## config.mk

```make
export PLATFORM = sky130hd
export DESIGN_NAME = zbt_port_arbiter
export DESIGN_NICKNAME = d
export VERILOG_FILES = /design/src/rtl/zbt_pkg.sv /design/src/rtl/zbt_rr_arb2.sv /design/src/rtl/zbt_port_arbiter.sv
export SDC_FILE = /design/constraint.sdc
export NUM_CORES = 1
export LEC_CHECK = 0
export BUFFER_PORTS_ARGS = -buffer_cell sky130_fd_sc_hd__buf_2
export CORE_UTILIZATION = 45
export CTS_CLUSTER_SIZE = 8
export DETAILED_ROUTE_END_ITERATION = 12
export PLACE_DENSITY = 0.73
export SETUP_SLACK_MARGIN = 0.02
export SYNTH_ARGS = -nofsm -noshare
export SYNTH_HDL_FRONTEND = slang
export SYNTH_SLANG_ARGS = --single-unit
export TNS_END_PERCENT = 50
```

## constraint.sdc

```tcl
create_clock -name clk -period 2.2 [get_ports clk]
set_input_delay 0.33 -clock clk [delete_from_list [all_inputs] [get_ports clk]]
set_output_delay 0.33 -clock clk [all_outputs]
set_load 0.05 [all_outputs]
```

## src/rtl/zbt_pkg.sv

```systemverilog
// Shared widths, pipeline depth and encodings for the ZBT port arbiter.
package zbt_pkg;

  localparam int ADDR_W  = 19;
  localparam int DATA_W  = 36;
  // Cycles between the address phase and the data phase of a ZBT access.
  localparam int ZBT_LAT = 2;

  typedef enum logic {
    IDLE  = 1'b0,
    CLEAR = 1'b1
  } state_e;

  typedef enum logic [1:0] {
    OP_NOP = 2'd0,
    OP_RD  = 2'd1,
    OP_WR  = 2'd2
  } op_e;

endpackage

```

## src/rtl/zbt_rr_arb2.sv

```systemverilog
// Two-way round-robin arbiter; the requester granted last loses the next tie.
module zbt_rr_arb2 (
  input  logic       clk,
  input  logic       reset,
  input  logic [1:0] req_i,
  input  logic       en_i,
  output logic [1:0] gnt_o
);

  // prio_q low favours requester 0 on a tie.
  logic prio_q;

  always_comb begin
    gnt_o = 2'b00;
    if (en_i) begin
      case (req_i)
        2'b01:   gnt_o = 2'b01;
        2'b10:   gnt_o = 2'b10;
        2'b11:   gnt_o = prio_q ? 2'b10 : 2'b01;
        default: gnt_o = 2'b00;
      endcase
    end
  end

  always_ff @(posedge clk or negedge reset) begin
    if (!reset) begin
      prio_q <= 1'b0;
    end else if (|gnt_o) begin
      prio_q <= gnt_o[0];
    end
  end

endmodule

```

## src/rtl/zbt_port_arbiter.sv

```systemverilog
// Shares one ZBT SRAM between a point writer and a readback engine, hides the
// pipelined data phase, and provides a self-timed clear sweep.
module zbt_port_arbiter
  import zbt_pkg::*;
#(
  parameter logic [ADDR_W-1:0] ADDR_LIMIT = 19'd524287
) (
  input  logic              clk,
  input  logic              reset,
  input  logic              wr_req,
  input  logic [ADDR_W-1:0] wr_addr,
  input  logic [DATA_W-1:0] wr_data,
  output logic              wr_ack,
  input  logic              rd_req,
  input  logic [ADDR_W-1:0] rd_addr,
  output logic              rd_ack,
  output logic [DATA_W-1:0] rd_data,
  output logic              rd_valid,
  input  logic              clear_start,
  output logic              busy,
  output logic              overflow,
  output logic [ADDR_W-1:0] max_addr,
  output logic [ADDR_W-1:0] ram_addr,
  output logic              ram_we_b,
  output logic [DATA_W-1:0] ram_data_out,
  output logic              ram_data_oe,
  input  logic [DATA_W-1:0] ram_data_in
);

  state_e            state_q, state_d;
  logic [ADDR_W-1:0] clr_addr_q, clr_addr_d;
  logic [ADDR_W-1:0] max_addr_q;
  logic              overflow_q;
  logic [ADDR_W-1:0] ram_addr_q;
  logic              ram_we_b_q;
  logic [DATA_W-1:0] ram_data_out_q;
  logic              ram_data_oe_q;
  logic [DATA_W-1:0] rd_data_q;
  logic              rd_valid_q;
  op_e               op_pipe_q   [ZBT_LAT+1];
  logic [DATA_W-1:0] data_pipe_q [ZBT_LAT];

  logic [1:0]        gnt;
  logic              arb_en;
  logic              clear_go;
  logic              wr_over;
  op_e               issue_op;
  logic [ADDR_W-1:0] issue_addr;
  logic [DATA_W-1:0] issue_data;

  // Widened compare so the check stays meaningful when the limit is all-ones.
  assign wr_over  = {1'b0, wr_addr} > {1'b0, ADDR_LIMIT};
  assign clear_go = (state_q == IDLE) && clear_start;
  assign arb_en   = (state_q == IDLE) && !clear_start;

  zbt_rr_arb2 u_arb (
    .clk   (clk),
    .reset (reset),
    .req_i ({rd_req, wr_req}),
    .en_i  (arb_en),
    .gnt_o (gnt)
  );

  always_comb begin
    state_d    = state_q;
    clr_addr_d = clr_addr_q;
    issue_op   = OP_NOP;
    issue_addr = ram_addr_q;
    issue_data = '0;
    case (state_q)
      IDLE: begin
        if (clear_go) begin
          state_d    = CLEAR;
          clr_addr_d = '0;
        end else if (gnt[0] && !wr_over) begin
          issue_op   = OP_WR;
          issue_addr = wr_addr;
          issue_data = wr_data;
        end else if (gnt[1]) begin
          issue_op   = OP_RD;
          issue_addr = rd_addr;
        end
      end
      CLEAR: begin
        issue_op   = OP_WR;
        issue_addr = clr_addr_q;
        if (clr_addr_q == ADDR_LIMIT) begin
          state_d = IDLE;
        end else begin
          clr_addr_d = clr_addr_q + 1'b1;
        end
      end
      default: state_d = IDLE;
    endcase
  end

  always_ff @(posedge clk or negedge reset) begin
    if (!reset) begin
      state_q    <= IDLE;
      clr_addr_q <= '0;
      max_addr_q <= '0;
      overflow_q <= 1'b0;
    end else begin
      state_q    <= state_d;
      clr_addr_q <= clr_addr_d;
      if (clear_go) begin
        max_addr_q <= '0;
        overflow_q <= 1'b0;
      end else if (gnt[0]) begin
        if (wr_over) begin
          overflow_q <= 1'b1;
        end else if (wr_addr > max_addr_q) begin
          max_addr_q <= wr_addr;
        end
      end
    end
  end

  // Address phase, then the op type rides a shift register to its data phase.
  always_ff @(posedge clk or negedge reset) begin
    if (!reset) begin
      ram_addr_q     <= '0;
      ram_we_b_q     <= 1'b1;
      ram_data_out_q <= '0;
      ram_data_oe_q  <= 1'b0;
      rd_data_q      <= '0;
      rd_valid_q     <= 1'b0;
      for (int i = 0; i <= ZBT_LAT; i++) op_pipe_q[i] <= OP_NOP;
      for (int i = 0; i < ZBT_LAT; i++) data_pipe_q[i] <= '0;
    end else begin
      ram_addr_q     <= issue_addr;
      ram_we_b_q     <= (issue_op != OP_WR);
      op_pipe_q[0]   <= issue_op;
      data_pipe_q[0] <= issue_data;
      for (int i = 1; i <= ZBT_LAT; i++) op_pipe_q[i] <= op_pipe_q[i-1];
      for (int i = 1; i < ZBT_LAT; i++) data_pipe_q[i] <= data_pipe_q[i-1];
      ram_data_oe_q  <= (op_pipe_q[ZBT_LAT-1] == OP_WR);
      ram_data_out_q <= (op_pipe_q[ZBT_LAT-1] == OP_WR) ? data_pipe_q[ZBT_LAT-1] : '0;
      rd_valid_q     <= (op_pipe_q[ZBT_LAT] == OP_RD);
      if (op_pipe_q[ZBT_LAT] == OP_RD) begin
        rd_data_q <= ram_data_in;
      end
    end
  end

  assign wr_ack       = gnt[0];
  assign rd_ack       = gnt[1];
  assign busy         = (state_q == CLEAR);
  assign overflow     = overflow_q;
  assign max_addr     = max_addr_q;
  assign ram_addr     = ram_addr_q;
  assign ram_we_b     = ram_we_b_q;
  assign ram_data_out = ram_data_out_q;
  assign ram_data_oe  = ram_data_oe_q;
  assign rd_data      = rd_data_q;
  assign rd_valid     = rd_valid_q;

endmodule

```

==> results.py <==
metrics = {
    "place": {
        "dp_hpwl_um": 12900,
        "port-buffer-count": 230,
        "gp_congestion": 0.822,
    },
    "layout": {
        "diodes": 0,
        "synthToLayoutAreaGrowth_pct": 34.8,
        "drive_above_1_share": 0.461,
        "seq_area_um2": 5330,
        "finalNetCount": 1039,
        "nFillCells": 1373,
        "multi_input_comb_area_um2": 2980,
    },
    "power_and_ir_drop": {
        "vdd.ir_drop.worst_mv": 0.669,
        "p_leak_nw": 5.85,
        "powerDensity_nw_per_um2": 932,
        "p_total_mw": 10.4,
    },
    "synthesis": {
        "synth_edf_count": 0,
        "synth_fp_nets": 764,
        "synth_top_area_frac": 0.639,
        "ys_async_sr_fraction": 1.00,
        "synth_most_common_cell": "dfrtp_1",
        "synth_top_cell_by_area": "dfrtp_1",
        "syn_inst": 629,
        "ys.warnings.count": 0,
        "synth_cell_types": 47,
        "synth_common_cells": "dfrtp_1, and2_1, mux2_2",
        "avgSynthCellArea_um2": 13.1,
        "synth_area_um2": 8260,
        "ys_seq_elements": 212,
        "ys_seq_area_frac": 0.642,
        "ys.flop_type": "dfrtp_1",
        "synth.area.top_cells": "dfrtp_1, mux2_2, and2_1",
    },
    "grt": {
        "grt_pass1_vias": 5414,
        "grt_max_degree": 60,
        "overflow": 0,
        "grt_usage": 0.190,
        "grt_first_pass_wirelength_um": 27800,
        "antenna_found_initial": 2,
    },
    "timing": {
        "setup_viol": 11,
        "whs_ns": 0.0211,
        "period_needed_ns": 2.24,
        "final.setup_skew_ns": 0.0166,
        "drv_slew": 0,
        "fin_crit_sh": 1.02,
        "fin_ws_ns": -0.0388,
        "fmax_ghz": 0.447,
        "rsz0062_at_grt": "yes",
        "hold_viol_final": 0,
    },
    "critical_path": {
        "rr_startpoint": "max_addr[14]$_DFFE_PN0P_",
        "regToRegSetupSlack_ns": -0.04,
        "cp_max_fo": 8,
        "startpoint": "max_addr[14]$_DFFE_PN0P_",
        "cp-endpoint": "max_addr[2]$_DFFE_PN0P_",
        "startpoint_type": "flop",
        "rr_endpoint": "max_addr[2]$_DFFE_PN0P_",
        "worstPathArrival_ns": 2.64,
        "worstSetupPathType": "flop to flop",
        "endpoint_kind": "flop",
        "cp_data_required_time_ns": 2.60,
        "r2r_cells": 9,
    },
    "routing": {
        "wirelength_um": 18400,
        "vias": 5568,
        "first_pass_iters": 4,
        "dr.first_iter.drc_count": 183,
        "drc": 0,
        "ant_nets": 0,
        "avgRoutedWirePerCell_um": 16.0,
        "avgViaCountPerCell": 4.85,
    },
    "die": {
        "dieArea_um2": 18900,
        "fp.coreArea_um2": 18000,
        "io_pins": 232,
        "fp.dieW_um": 137,
        "chipHeight_um": 137,
        "rows": 49,
        "start_util": 0.460,
    },
    "cts": {
        "cts.sinks": 212,
        "root_buffer": "clkbuf_16",
        "htree_levels": 1,
        "worstSkewPairLatency_ns": 0.52,
        "path_clk_slew_ns": 0.06,
        "cts_buffer_depth": 3,
        "numCtsBuffers": 30,
        "cts_tree": "built",
    },
    "status": {
        "status": "complete, but fails checks",
        "violations": "negative setup slack",
    },
    "worst_hold_path": {
        "hold_class": "input port to flop",
    },
    "run": {
        "max_cap_violations": 0,
    },
}
==> cell families (layout without fill, tap and decap cells) <==
kind of cell             count (synthesis)  after routing  share of synthesized area
flip-flops                             212            212                      0.642
AND/OR/NAND/NOR                        182            182                      0.117
multiplexers                            97             97                      0.133
AO/OA/AOI/OAI                           57             57                     0.0436
buffers and inverters                   53            344                     0.0265
adder cells (fa/ha/maj)                 20             20                     0.0303
XOR/XNOR                                 7              7                    0.00742
other                                    1              1                   0.000454
==> worst min path at each step <==
stage	startpoint	to	slack [ns]	depth (start not counted)
finish	wr_data[34]	data_pipe_q[70]$_DFF_PN0_	0.02	2
global route	wr_data[26]	data_pipe_q[62]$_DFF_PN0_	0.006	2
CTS	wr_data[5]	data_pipe_q[41]$_DFF_PN0_	0.0007	2
floorplan	reset	busy$_DFF_PN0_	0.03	0
global placement	data_pipe_q[68]$_DFF_PN0_	data_pipe_q[32]$_DFF_PN0_	0.33	0
detailed placement	data_pipe_q[48]$_DFF_PN0_	data_pipe_q[12]$_DFF_PN0_	0.33	0
==> power breakdown <==
part           internal [mW]  total, mW  switching, mW
clock network           2.66       4.17           1.51
registers               4.18       4.39          0.216
logic                  0.633       1.81           1.18
==> worst max-delay path: stages, from the launching register on <==
cell and delay, ns:
dfrtp_2 0.40, inv_2 0.07, ha_4 0.21, a41oi_2 0.16, o21ai_1 0.10, a221oi_2 0.35, o221ai_4 0.15, o211ai_4 0.14
clkbuf_16 0.23, mux2_4 0.29
==> routing by layer <==
layer  vias up  share of wire  GRT usage
met3        21          0.087     0.0482
met4         4          0.013     0.0488
met2       225           0.50      0.336
li1       2666              -          -
met5         -         0.0013          0
met1      2652           0.39      0.230
==> through the flow <==
stage          utilization  setup WS, ns  area [µm²]  cells  setup TNS [ns]
2_1_floorplan            -        -0.128        8380    629           -1.21
3_3_place_gp         0.557       -0.0452       10000   1091          -0.415
3_5_place_dp         0.557       -0.0742       10000   1091          -0.796
4_1_cts              0.612      0.000870       11000   1146               0
5_1_grt              0.620       -0.0988       11100   1149           -1.33
6_report             0.620       -0.0388       11100   1149          -0.285
==> cell usage in the layout, fill, tap and decap left out, types with 13 or more instances in the layout <==
cell,netlist,final
buf_2,1,228
dfrtp_1,211,196
and2_1,75,75
mux2_2,63,55
nand2_1,39,39
nor2_1,33,33
clkbuf_16,0,32
o21ai_0,27,25
mux2i_1,24,24
buf_4,3,24
inv_1,26,17
mux2_4,9,17
clkbuf_1,19,16
dfrtp_2,0,15
nand3_1,14,13
==> final cells by class <==
class                           count  area share
Clock inverter                      1     0.00270
Timing Repair Buffer              269       0.141
Tap cell                          229      0.0257
Sequential cell                   212       0.478
Clock buffer                       47      0.0751
Inverter                           27     0.00910
Multi-Input combinational cell    364       0.268
==> sequential cells by signal (all words and copies together) (netlist names), 6 cells and up <==
signal and flops:
max_addr 19, op_pipe_q 6, ram_data_out 36, data_pipe_q 72, rd_data 36, clr_addr_q 19
ram_addr 19
==> timing repair <==
item | in CTS | in global routing
gates resized for setup | 15 | 20
endpoints found under the setup margin | 16 | 24
buffers inserted | 0 | 2
endpoints found under the hold margin | 62 | 0
gates cloned | 0 | 1
hold buffers | 7 | 0
pin swaps | 0 | 7
No activity file was read; power rests on OpenSTA's default activity.
